--- config.mk ---
export PLATFORM = sky130hd
export DESIGN_NAME = message_framer
export DESIGN_NICKNAME = d
export VERILOG_FILES = /design/src/rtl/encrypt_pkg.sv /design/src/rtl/msg_fifo.sv /design/src/rtl/message_framer.sv
export SDC_FILE = /design/constraint.sdc
export NUM_CORES = 1
export LEC_CHECK = 0
export BUFFER_PORTS_ARGS = -buffer_cell sky130_fd_sc_hd__buf_2
export CAP_MARGIN = 20
export CORE_ASPECT_RATIO = 0.8
export CORE_MARGIN = 2
export CORE_UTILIZATION = 45
export DETAILED_ROUTE_END_ITERATION = 12
export GPL_TIMING_DRIVEN = 0
export PLACE_DENSITY = 0.69
export SYNTH_ARGS = -nofsm -noshare
export SYNTH_HDL_FRONTEND = slang
export SYNTH_SLANG_ARGS = --single-unit
export TNS_END_PERCENT = 1
--- constraint.sdc ---
create_clock -name clk -period 2.8 [get_ports clk]
set_clock_uncertainty 0.15 [all_clocks]
set_input_delay 0.28 -clock clk [delete_from_list [all_inputs] [get_ports clk]]
set_output_delay 0.28 -clock clk [all_outputs]
set_load 0.02 [all_outputs]
--- src/rtl/encrypt_pkg.sv ---
// Shared definitions for the message framer: default buffer depth, terminator
// byte, FSM state type and the key rotation helper.
package encrypt_pkg;

    localparam int         DEPTH = 8;
    localparam logic [7:0] TERM  = 8'h00;

    typedef enum logic [1:0] {
        FILL  = 2'd0,
        DRAIN = 2'd1,
        PAD   = 2'd2
    } state_t;

    function automatic logic [7:0] rotl8(input logic [7:0] k, input logic [2:0] n);
        logic [15:0] d;
        d = {k, k} << n;
        return d[15:8];
    endfunction

endpackage

--- src/rtl/msg_fifo.sv ---
// Message byte storage with write/read pointers and a stored-byte count.
// The memory array is not reset; only the pointers and count are.
module msg_fifo #(
    parameter  int DEPTH = 8,
    localparam int AW    = $clog2(DEPTH)
) (
    input  logic          clk,
    input  logic          rst,
    input  logic          wr_en,
    input  logic [7:0]    wr_data,
    input  logic          rd_en,
    input  logic          clear,
    output logic [7:0]    rd_data,
    output logic [AW-1:0] rd_ptr,
    output logic [AW:0]   count
);

    logic [7:0]    mem [DEPTH];
    logic [AW-1:0] wr_ptr;

    always_ff @(posedge clk) begin
        if (wr_en) begin
            mem[wr_ptr] <= wr_data;
        end
    end

    always_ff @(posedge clk) begin
        if (rst || clear) begin
            wr_ptr <= '0;
            rd_ptr <= '0;
            count  <= '0;
        end else begin
            if (wr_en) begin
                wr_ptr <= wr_ptr + 1'b1;
                count  <= count + 1'b1;
            end
            if (rd_en) begin
                rd_ptr <= rd_ptr + 1'b1;
            end
        end
    end

    assign rd_data = mem[rd_ptr];

endmodule

--- src/rtl/message_framer.sv ---
// Collects a terminator-delimited message, then replays it byte by byte with a
// per-byte rotated key; truncated messages get an appended terminator.
module message_framer #(
    parameter int         DEPTH = encrypt_pkg::DEPTH,
    parameter logic [7:0] TERM  = encrypt_pkg::TERM
) (
    input  logic       clk,
    input  logic       rst,
    input  logic       in_valid,
    input  logic [7:0] in_byte,
    output logic       in_ready,
    input  logic       key_load,
    input  logic [7:0] key_in,
    output logic       out_valid,
    input  logic       out_ready,
    output logic [7:0] out_byte,
    output logic [7:0] out_key,
    output logic       out_last,
    output logic       msg_trunc
);
    import encrypt_pkg::*;

    localparam int AW = $clog2(DEPTH);
    localparam int CW = AW + 1;

    state_t        state, state_n;
    logic          trunc, trunc_n;
    logic [7:0]    key_reg;
    logic          wr_en, rd_en, clear;
    logic [7:0]    rd_data;
    logic [AW-1:0] rd_ptr;
    logic [CW-1:0] count;
    logic [CW-1:0] byte_idx;
    logic          last_pos;

    msg_fifo #(.DEPTH(DEPTH)) u_fifo (
        .clk     (clk),
        .rst     (rst),
        .wr_en   (wr_en),
        .wr_data (in_byte),
        .rd_en   (rd_en),
        .clear   (clear),
        .rd_data (rd_data),
        .rd_ptr  (rd_ptr),
        .count   (count)
    );

    assign last_pos = ({1'b0, rd_ptr} == count - CW'(1));

    always_comb begin
        state_n   = state;
        trunc_n   = trunc;
        in_ready  = 1'b0;
        out_valid = 1'b0;
        out_byte  = rd_data;
        out_last  = 1'b0;
        wr_en     = 1'b0;
        rd_en     = 1'b0;
        clear     = 1'b0;
        case (state)
            FILL: begin
                in_ready = 1'b1;
                if (in_valid) begin
                    wr_en = 1'b1;
                    if (in_byte == TERM) begin
                        state_n = DRAIN;
                        trunc_n = 1'b0;
                    end else if (count == CW'(DEPTH - 2)) begin
                        state_n = DRAIN;
                        trunc_n = 1'b1;
                    end
                end
            end
            DRAIN: begin
                out_valid = 1'b1;
                out_last  = !trunc && last_pos;
                if (out_ready) begin
                    if (!last_pos) begin
                        rd_en = 1'b1;
                    end else if (trunc) begin
                        state_n = PAD;
                    end else begin
                        clear   = 1'b1;
                        state_n = FILL;
                    end
                end
            end
            PAD: begin
                out_valid = 1'b1;
                out_byte  = TERM;
                out_last  = 1'b1;
                if (out_ready) begin
                    clear   = 1'b1;
                    trunc_n = 1'b0;
                    state_n = FILL;
                end
            end
            default: state_n = FILL;
        endcase
        // Reset holds the upstream side open and the downstream side quiet.
        if (rst) begin
            in_ready  = 1'b1;
            out_valid = 1'b0;
            out_last  = 1'b0;
            wr_en     = 1'b0;
            rd_en     = 1'b0;
        end
    end

    always_ff @(posedge clk) begin
        if (rst) begin
            state   <= FILL;
            trunc   <= 1'b0;
            key_reg <= 8'h00;
        end else begin
            state <= state_n;
            trunc <= trunc_n;
            if (key_load && state == FILL && count == '0) begin
                key_reg <= key_in;
            end
        end
    end

    assign byte_idx  = (state == PAD) ? count : {1'b0, rd_ptr};
    assign out_key   = rotl8(key_reg, 3'(byte_idx));
    assign msg_trunc = trunc;

endmodule

== Word-level counts from Yosys, hierarchy flattened ==
Memory sizes are Yosys's and may differ from the RTL's. A register that Yosys moved wholly into a read port is not among the register bits.
Index checks and enable logic that the tools add are counted.

* Register bits after elaboration: 21
* Bits in writable memories: 64
* Word-level logic and storage cells: 70
* Memories: 1

{| class="wikitable"
|+ Memories
! memory !! words !! bits a word !! read ports !! clocked after Yosys merged registers in !! write ports !! RTL line !! RTL
|-
| u_fifo.mem || 8 || 8 || 1 || 1 || 1 || msg_fifo.sv:18 || <nowiki>logic [7:0] mem [DEPTH];</nowiki>
|}

* Add/sub/neg operators: 4
* Equality and inequality tests: 9
* Shift-type cells: 1
* Muxes and demuxes: 37
* Reduce and logical (&&, ||, !) cells: 12

{| class="wikitable"
|+ Operators with widths
! kind !! count
|-
| 2-to-1 mux 1 bit || 22
|-
| left shift 16 x 3 -> 16 bit || 1
|-
| 2-to-1 mux 2 bit || 7
|-
| 2-to-1 mux 3 bit || 3
|-
| zero test 8 bit || 1
|-
| 2-to-1 mux 8 bit || 1
|-
| inequality test 2 bit (second input constant) || 4
|-
| adder 3 x 1 -> 3 bit (second input constant) || 2
|-
| case mux 1 bit (2 select lines) || 3
|-
| case mux 2 bit (3 select lines) || 1
|-
| AND reduction 5 bit || 1
|-
| adder 4 x 1 -> 4 bit (second input constant) || 1
|-
| equality test 3 x 4 -> 1 bit || 1
|-
| equality test 4 x 3 -> 1 bit (second input constant) || 1
|-
| zero test 4 bit || 1
|-
| AND reduction 4 bit || 1
|-
| subtractor 4 x 1 -> 4 bit (second input constant) || 1
|-
| logical AND 1 bit || 3
|-
| inequality test 3 bit (second input constant) || 1
|-
| equality test 2 x 1 -> 1 bit (second input constant) || 1
|-
| equality test 2 bit (second input constant) || 1
|-
| zero test 2 bit || 1
|-
| nonzero test 2 bit || 1
|-
| OR reduction 2 bit || 1
|-
| other kinds (2) || 2
|}

== Logic depth before layout (Yosys ltp) ==
Gate-level depths: netlist of run 1.

* Depth in word-level cells: 8
* Gate-level depth with buffers: 8

== Cells and area by module ==
From an unflattened synthesis of run 1, not the netlist that was laid out.

* Cell total of the unflattened synthesis: 264
* Area total of the unflattened synthesis: 4,083.9 µm²

{| class="wikitable"
|+ Modules (own cells, without submodules)
! module !! instances !! cells an instance !! area an instance (µm²) !! sequential area each (µm²)
|-
| msg_fifo || 1 || 150 || 2,992.9 || 2,182.1
|-
| message_framer || 1 || 114 || 1,091.0 || 220.2
|}

== Worst setup path before layout of run 1 ==
No wires, ideal clock.

* Path type: flip-flop to flip-flop
* From: register state[1]
* To: memory u_fifo.mem[1][0] (enable)
* Data arrival time: 1.793 ns
* Data required time: 2.267 ns
* Path slack: 0.474 ns
* Cell stages (with the launch flop): 7
* Clock period less this slack: 2.326 ns
* Path through: dfxtp_1 inv_1 ha_1 inv_2 nor3b_2 nand2_1 nor3_1

* Word-level cells in the longest chain between the ends: 5

{| class="wikitable"
|+ RTL lines
! item !! RTL line !! RTL
|-
| from (decl) || message_framer.sv:26 || <nowiki>state_t state, state_n;</nowiki>
|-
| from (signal assigned) || message_framer.sv:116 || <nowiki>state <= state_n;</nowiki>
|-
| zero test 2 bit || message_framer.sv:60 || <nowiki>case (state)</nowiki>
|-
| 2-to-1 mux 1 bit || message_framer.sv:60 ||
|-
| 2-to-1 mux 1 bit || message_framer.sv:101 || <nowiki>if (rst) begin</nowiki>
|-
| 2-to-1 mux 1 bit || msg_fifo.sv:22 || <nowiki>if (wr_en) begin</nowiki>
|-
| 2-to-1 mux 1 bit (not written as such) || msg_fifo.sv:23 || <nowiki>mem[wr_ptr] <= wr_data;</nowiki>
|-
| to (decl) || msg_fifo.sv:18 ||
|}

Every way passes these cells.

== Worst setup path in the final report of run 1 ==
* From: register state[0]
* To: output port out_key[1]

* Word-level cells in the longest chain between the ends: 3

{| class="wikitable"
|+ RTL lines
! item !! RTL line !! RTL
|-
| equality test 2 bit || message_framer.sv:124 || <nowiki>assign byte_idx = (state == PAD) ? count : {1'b0, rd_ptr};</nowiki>
|-
| 2-to-1 mux 3 bit || message_framer.sv:124 ||
|-
| left shift 16 x 3 -> 16 bit || encrypt_pkg.sv:16 || <nowiki>d = {k, k} << n;</nowiki>
|-
| to (decl) || message_framer.sv:17 || <nowiki>output logic [7:0] out_key,</nowiki>
|}

Every way passes these cells.

==> results of run 1 <==
## final timing paths
path	startpoint	endpoint	slack, ns	depth (start not counted)
max	state[0]	out_key[1]	0.04	9
min	key_in[6]	key_reg[6]	0.01	3
min reg2reg	state[0]	state[0]	0.35	2
max reg2reg	state[1]	u_fifo.mem[3][1]	0.08	6
## layout by cell type (no fill, tap or decap), types with 2 or more instances in the layout
| master | n |
|---|---|
| edfxtp_1 | 64 |
| buf_2 | 43 |
| nor2_1 | 32 |
| mux2i_1 | 26 |
| dfxtp_1 | 21 |
| mux4_2 | 16 |
| nand2_1 | 9 |
| ha_1 | 9 |
| clkbuf_8 | 9 |
| mux2i_2 | 8 |
| mux2_2 | 8 |
| inv_1 | 5 |
| nor3_1 | 5 |
| xnor2_1 | 5 |
| a21oi_1 | 5 |
| nand3b_1 | 4 |
| o21ai_0 | 4 |
| xor2_1 | 4 |
| mux2i_4 | 3 |
| clkbuf_1 | 3 |
| buf_4 | 3 |
| dlygate4sd3_1 | 3 |
| dfxtp_2 | 3 |
| buf_6 | 2 |
| nand2b_1 | 2 |
| nor2b_1 | 2 |
| clkinvlp_4 | 2 |
## routing by layer
layer,part of all wire,vias up,routed length [um]
met5,0,-,0
met4,0.016,0,123
met1,0.48,1161,3630
met3,0.033,13,247
met2,0.47,46,3510
li1,-,1119,-
## worst reg2reg max path, stage by stage, from the launching register on
cell and delay [ns]:
dfxtp_1 0.33, inv_1 0.09, ha_1 0.28, inv_2 0.12, nor3b_2 0.46, nand2_1 0.20, nor2_1 0.73
## report_power, final
part	internal (mW)	total (mW)	switching [mW]	leakage, nW
registers	1.42	1.44	0.0232	0.775
logic	0.0836	0.195	0.111	0.810
clock network	0.430	0.910	0.480	0.101
total	1.93	2.55	0.614	1.69
## repair_timing
item                                    4_1_cts  5_1_grt
setup buffers                                 1        0
hold endpoints to repair                      3        0
pin swaps                                     0        0
endpoints found under the setup margin       15       47
hold buffers                                  3        0
gates resized for setup                       4       13
## area by class of cell
| type | instances | area [sq um] | area share |
|---|---|---|---|
| Buffer | 10 | 62.6 | 0.0133 |
| Inverter | 6 | 22.5 | 0.00480 |
| Clock inverter | 7 | 90.1 | 0.0192 |
| Timing Repair Buffer | 48 | 275 | 0.0587 |
| Sequential cell | 88 | 2410 | 0.513 |
| Tap cell | 112 | 140 | 0.0299 |
| Multi-Input combinational cell | 161 | 1570 | 0.335 |
| Clock buffer | 9 | 124 | 0.0264 |
## Yosys cell counts (all sizes together) (2+ instances only)
master | n | area [sq um]
ha | 9 | 113
nand3b | 4 | 30.0
nor2 | 32 | 120
or4 | 2 | 18.8
xnor2 | 5 | 43.8
clkbuf | 4 | 15.0
xor2 | 4 | 35.0
a21oi | 5 | 25.0
mux2i | 37 | 395
nor2b | 2 | 12.5
edfxtp | 64 | 1920
nor3 | 7 | 46.3
inv | 6 | 22.5
mux2 | 8 | 90.1
mux4 | 16 | 360
nand2 | 9 | 33.8
buf | 6 | 37.5
dfxtp | 24 | 480
nor4 | 2 | 27.5
o21ai | 4 | 20.0
nand2b | 2 | 12.5
## stage by stage
stage	power (mW)	TNS (ns)	utilization	instance area, sq um	std cells
2_1_floorplan	1.58	0	-	3990	265
6_report	2.55	0	0.548	4690	441
4_1_cts	2.56	0	0.543	4650	441
3_5_place_dp	1.66	0	0.511	4370	421
3_3_place_gp	1.65	-6.11	0.506	4330	417
5_1_grt	2.64	-2.61	0.548	4690	441
## logic make-up (layout without fill, tap and decap cells)
family / Yosys count / count (layout) / share of synthesized area
compound gates: 17 / 17 / 0.0307
xor+xnor: 10 / 10 / 0.0257
flops: 88 / 88 / 0.602
simple gates: 64 / 64 / 0.0833
mux: 61 / 61 / 0.212
buf+inv: 16 / 80 / 0.0188
fa+ha+maj: 9 / 9 / 0.0282
==> impl_results.md, run 1 <==
* Outcome: completed
* CTS H-tree lvls at 3
* Worst-case clock buffer depth at 2
* CP endpoint kind: primary output
* Met2 usage at 0.255
* Actual slew at the worst max-slew pin at between 0.8 and 0.9 ns
* Finish-stage setup viols at 0
* Buf/Inv on CP at 4
* Final Hold Slack at roughly 0.013 ns
* Busiest grt layer: met2
* CTS Buf Count at 9
* Die width at ~110 um
* VDD IR-drop max at about 0.00026 V
* First-pass GRT wire length at 11.5 mm
* Port Buf Inserts at 40
* Library cells used by synthesis at 42
* DR vias/cell at 5.30
* Syn-to-layout area delta at 17.4%
* Total number of vias at around 2300
* Largest net degree at the start of global routing at 18
* Syn nets at a little under 300
* CP Cell Sequence: inv_1 > ha_1 > buf_6 > mux2i_4 > buf_12 > mux2i_2 > mux2i_1 > mux2_2 > buf_2
* Post-Syn Area at about 4000 sq um
* Leakage at ~1.7 nW
* Cell Pwr Density at around 540 nW/um^2
* Hold crit path type: primary input to register
* CP max-delay cell: dfxtp_2
* Post-synthesis sequential area ratio at 0.602
* All-Layer GR Usage at 0.163
* # diodes at 0
* Final hold viol count at 0
* 1st-iter DRT viols at about 110
* Top_reg_cell synth: edfxtp_1
* Clock-pin slew on the worst setup and hold paths at 0.09 ns
* Fmax at about 360 MHz
* Min Clock Period, post-route at between 2 and 3 ns
* Critical path data arrival time at 2.33 ns
* CP Launch Type: register
* Initial core utilization at 0.467
* Initial antenna violation count at 0
* Post-DP HPWL at ~5.5 mm
* # IOs at 41
* Final period util at 0.984
* Remaining DRCs at 0
* DR WL/cell at about 17 um
* Number of synthesized register bits at just under 90
* Grt met3 use at 0.0420
* Pins Over Slew Limit at 0
* Setup WS pre-CTS at ~0.066 ns
* Number of flip-flops in the largest register at 64
* Relative slew slack at 0.399
* TritonCTS clock tree: done
* Nets at approximately 350
* ANT nets after route at 0
* Syn avg cell area at between 15 and 20 sq um
* Max incr delay on CP at roughly 0.34 ns
* Die area at ~9600 sq um
* Worst skew pair latency at 0.35 ns
* Drt first pass iters at 4
* Max_cap viols at 0
* Core area at around 8600 sq um
* Clock root cell: clkbuf_8
* Fraction of layout cells with a size suffix above 1 at 0.353
* WP data required at between 2 and 2.5 ns
* Fill cells at approximately 720
* Die H at slightly below 90 um
* RSZ-0062 raised after global routing: yes
* Remaining global-route overflow at 0
* Routed WL at 7.51 mm
* Syn. warnings at 0
* Vias in the first global route at 2192
* Final Wtd Congestion at roughly 0.82
* Row cnt at 30
* Clock tree sinks at 88
* Worst setup margin at around 0.044 ns
* Cells after Synth at about 270
* EDFF count, synth at 64
* Critical path's top delay family: multiplexers
* Setup CP Type: register to primary output
* Met1 usage at 0.227
* Crit-path max FO at 8
* Post-synth ARST share at 0
(Power assumes the default switching activity.)
==> inputs of run 2 (changes only) <==
CTS_CLUSTER_SIZE = 12   (was unset)
REMOVE_ABC_BUFFERS = 1   (was unset)
==> impl_results.md, run 2 (synthesized netlist as in run 1, its figures left out) <==
* Outcome: finished with violations
* Violated checks: negative setup slack
* Worst setup margin at -0.0172 ns
* Nets at 341
* Min Clock Period, post-route at approximately 2.8 ns
* Fraction of layout cells with a size suffix above 1 at 0.354
* Port Buf Inserts at 40
* Actual slew at the worst max-slew pin at roughly 0.78 ns
* Remaining DRCs at 0
* First-pass GRT wire length at ~12 mm
* Final period util at 1.01
* Setup WS pre-CTS at -0.239 ns
* Initial core utilization at 0.467
* Vias in the first global route at approximately 2200
* 1st-iter DRT viols at 106
* Remaining global-route overflow at 0
* Cell Pwr Density at 561 nW/um^2
* Die H at ~90 um
* Setup CP Type: register to primary output
* Crit path launch: state[0]
* DP Cell Count at 410
* Syn-to-layout area delta at 16.5%
* Most frequent cells in the layout: edfxtp_1 (64), buf_2 (39), mux2i_1 (30)
* Die area at between 9000 and 10000 sq um
* Relative slew slack at 0.475
* Worst-case clock buffer depth at 2
* CTS Buf Count at 9
* Commonest non-fill, non-tap cell in the layout: edfxtp_1
* CP Launch Type: register
* DR WL/cell at about 18 um
* All-Layer GR Usage at 0.166
* Max_cap viols at 0
* Initial antenna violation count at 0
* Critical R2R Launch: state[1]
* Crit-path max FO at 15
* # diodes at 0
* Pins Over Slew Limit at 0
* Critical path data arrival time at 2.39 ns
* Row cnt at 30
* Hold_sp: key_in[7]
* CTS H-tree lvls at 3
* Leakage at around 1.7 nW
* Clock tree sinks at slightly below 90
* # IOs at slightly above 40
* VDD IR-drop max at 0.000302 V
* Fmax at between 300 and 400 MHz
* Design Area, Final at ~4700 sq um
* Final Total Pwr at around 2.6 mW
* TNS Setup at -0.0527 ns
* Worst skew pair latency at 0.35 ns
* Finish-stage setup viols at 4
* Final hold viol count at 0
* Core area at 8560 sq um
* Total number of vias at 2275
* Final Wtd Congestion at roughly 0.87
* Number of flip-flops in the largest register at between 60 and 70
* TritonCTS clock tree: done
* Clock-pin slew on the worst setup and hold paths at ~0.090 ns
* DP Area at 4320 sq um
* Drt first pass iters at 4
* Clock root cell: clkbuf_8
* Hold crit path type: primary input to register
* Finished Layout Cells at between 400 and 500
* CP endpoint kind: primary output
* Routed WL at 7.60 mm
* Largest net degree at the start of global routing at 18
* RSZ-0062 raised after global routing: yes
* WP data required at about 2.4 ns
* Post-DP HPWL at 5.21 mm
* DR vias/cell at about 5.3
* Die width at approximately 110 um
* ANT nets after route at 0
run 2: cell types whose count changed in the layout (fill, tap and decap cells not counted), sizes merged:
cell	previous run	this run
buf	50	44
bufinv	1	2
clkbuf	14	9
clkinvlp	2	0
dlygate4sd3	3	1
inv	8	9
run 2: final timing paths:
path	end	slack, ns	cells past startpoint
setup / recovery	out_key[1]	-0.02	8
hold / removal	key_reg[7]	0.02	3
setup reg to reg	u_fifo.mem[3][0]	0.14	6
hold reg to reg	state[0]	0.36	2
run 2: timing repair:
action                                  4_1_cts  5_1_grt
buffers inserted                              1        0
pin swaps                                     1        1
hold buffers                                  1        0
resized for setup                             7       14
hold endpoints to repair                      1        0
endpoints found under the setup margin       20       33
gates cloned                                  0        0
run 2: power breakdown:
group | internal [mW] | total [mW] | switching, mW
clock network | 0.514 | 0.977 | 0.463
registers | 1.42 | 1.44 | 0.0235
logic | 0.0806 | 0.191 | 0.110
run 2: final cells by class:
| type | instances | area, sq um |
|---|---|---|
| sequential | 88 | 2410 |
| clock inverter | 7 | 101 |
| timing repair buffer | 45 | 255 |
| fill | 693 | 3910 |
| tap | 112 | 140 |
| clock buffer | 9 | 124 |
| multi-input combinational | 161 | 1600 |
| inverter | 6 | 22.5 |
run 2: critical path, cell delays in order, from the launching register on:
cell and delay [ns]:
dfxtp_2 0.34, inv_2 0.08, ha_4 0.31, mux2i_4 0.30, buf_12 0.17, mux2i_1 0.27, mux2i_1 0.13, mux2_2 0.28
buf_2 0.16
run 2: per-layer routing:
layer / vias up / global-route usage / routed length [um]
li1: 1097 / - / -
met1: 1121 / 0.241 / 3620
met2: 53 / 0.258 / 3550
met3: 4 / 0.0405 / 381
met4: 0 / 0.0357 / 48
met5: - / 0 / 0
run 2: metrics by stage:
step / util / hold slack (ns)
3_3_place_gp: 0.500 / 0.338
5_1_grt: 0.544 / 0.0155
2_1_floorplan: - / 0.199
6_report: 0.544 / 0.0230
3_5_place_dp: 0.505 / 0.347
4_1_cts: 0.538 / 0.0104
==> inputs of run 3 (changes only) <==
PLACE_DENSITY = unset   (was 0.69)
PLACE_DENSITY_LB_ADDON = 0.08   (was unset)
==> impl_results.md, run 3 (synthesized netlist as in run 1, its figures left out) <==
* Remaining global-route overflow at 0
* VDD IR-drop max at 0.000299 V
* Final hold viol count at 0
* DR WL/cell at around 18 um
* Hold path depth at 3
* Fraction of layout cells with a size suffix above 1 at 0.342
* Met1 usage at 0.266
* Final Total Pwr at between 2 and 2.5 mW
* Initial core utilization at 0.467
* RSZ-0062 raised after global routing: yes
* Number of flip-flops in the largest register at 64
* Crit-path max FO at 8
* First-pass GRT wire length at 12.0 mm
* TNS Setup at 0 ns
* Drt first pass iters at 5
* All-Layer GR Usage at 0.176
* TritonCTS clock tree: done
* Busiest grt layer: met1
* Clock tree sinks at between 80 and 90
* WP data required at roughly 2.4 ns
* Clock root cell: clkbuf_8
* Die H at 88.3 um
* Fmax at 372 MHz
* Worst R2R End: u_fifo.mem[1][0]
* Final period util at 0.961
* # diodes at 0
* Cell Pwr Density at 517 nW/um^2
* Max incr delay on CP at ~0.34 ns
* Hold EP: key_reg[4]
* ANT nets after route at 0
* Min Clock Period, post-route at around 2.7 ns
* Most frequent cells in the layout: edfxtp_1 (64), buf_2 (40), mux2i_1 (34)
* CP Cell Sequence: inv_1 > ha_4 > mux2i_4 > buf_12 > mux2i_1 > mux2i_1 > mux2_2 > buf_2
* 1st-iter DRT viols at around 160
* Finish-stage setup viols at 0
* CP Launch Type: register
* CP max-delay cell: dfxtp_1
* Nets at about 350
* Vias in the first global route at 2050
* CTS Buf Count at 9
* Remaining DRCs at 0
* DP Cell Count at about 410
* Initial antenna violation count at 0
* Hold crit path type: primary input to register
* Commonest non-fill, non-tap cell in the layout: edfxtp_1
* Finished Layout Cells at around 430
* Grt met3 use at 0.0714
* Critical path data arrival time at between 2 and 2.5 ns
* Critical R2R Launch: state[0]
* Met2 usage at 0.240
* Worst-case clock buffer depth at 2
* CP endpoint kind: primary output
* Total number of vias at between 2000 and 2500
* Reg2reg setup slack at about 0.27 ns
* CTS H-tree lvls at 3
* Hold_sp: key_in[4]
* Critical path's most frequent cell: mux2i_1
* # IOs at 41
* Setup CP Type: register to primary output
* Post-DP HPWL at 5.30 mm
* Row cnt at 30
* Actual slew at the worst max-slew pin at between 0.8 and 0.9 ns
* R2R cell count at 6
* Clock-pin slew on the worst setup and hold paths at 0.08 ns
* Pins Over Slew Limit at 0
* Worst skew pair latency at 0.35 ns
* Routed WL at just under 8 mm
* Levels on crit path at 8
* Outcome: completed
* Port Buf Inserts at 40
* Final Wtd Congestion at a little under 0.8
* Syn-to-layout area delta at 16.5%
* Critical path's top delay family: multiplexers
* Fill cells at around 740
* Core area at 8560 sq um
* Die width at 109 um
* Leakage at between 1.5 and 2 nW
* Die area at 9650 sq um
* Max_cap viols at 0
* Largest net degree at the start of global routing at 18
* Buf/Inv on CP at 3
* Relative slew slack at 0.418
* DR vias/cell at ~5.3
==> run 3: cell types whose count changed in the layout (fill, tap and decap cells not counted), sizes merged <==
cell / delta
clkinvlp: +1
clkbuf: +4
bufinv: -2
dlygate4sd3: +2
inv: -2
clkinv: -1
buf: +4
==> run 3: cell type report <==
class                      instances  area, sq um  share of cell area
clock buffer                      13          149              0.0320
multi-input combinational        161         1590               0.343
clock inverter                     3         18.8             0.00403
sequential                        88         2400               0.517
timing repair buffer              51          323              0.0694
inverter                           6         22.5             0.00484
tap                              112          140              0.0301
==> run 3: worst max path at each step <==
stage	startpoint	endpoint
after floorplan	state[0]	out_key[0]
after global placement	state[0]	u_fifo.mem[0][4]
after detailed placement	state[0]	out_key[6]
after CTS	state[0]	u_fifo.mem[1][0]
after global routing	state[0]	out_key[7]
final	state[0]	out_key[6]
==> run 3: tightest hold or removal path, stage by stage <==
cell     delay [ns]
buf_2          0.07
mux2i_1        0.05
nor2_1         0.07
==> run 3: routing by layer <==
layer  up-vias  wire (um)
met5         -          0
met4         0         59
met3         6        419
met2        58       3400
met1      1106       3940
li1       1112          -
==> run 3: per-stage QoR <==
step | hold WS (ns) | setup WS (ns) | cell area, sq um | utilization
global route | 0.00929 | -0.0290 | 4650 | 0.544
global placement | 0.344 | -0.712 | 4280 | 0.500
finish | 0.0183 | 0.110 | 4650 | 0.544
floorplan | 0.199 | 0.314 | 3940 | -
detailed placement | 0.346 | -0.289 | 4340 | 0.507
CTS | 0.00135 | -0.185 | 4570 | 0.534
==> run 3: repair_timing <==
action	CTS	global route
setup buffers	0	6
endpoints found under the setup margin	53	41
endpoints found under the hold margin	3	0
resized for setup	5	8
hold buffers	3	0
pin swaps	1	0
==> run 3: power by group <==
| part | internal (mW) | switching, mW | leakage [nW] |
|---|---|---|---|
| logic | 0.0800 | 0.111 | 0.847 |
| registers | 1.42 | 0.0209 | 0.774 |
| clock network | 0.347 | 0.425 | 0.0840 |
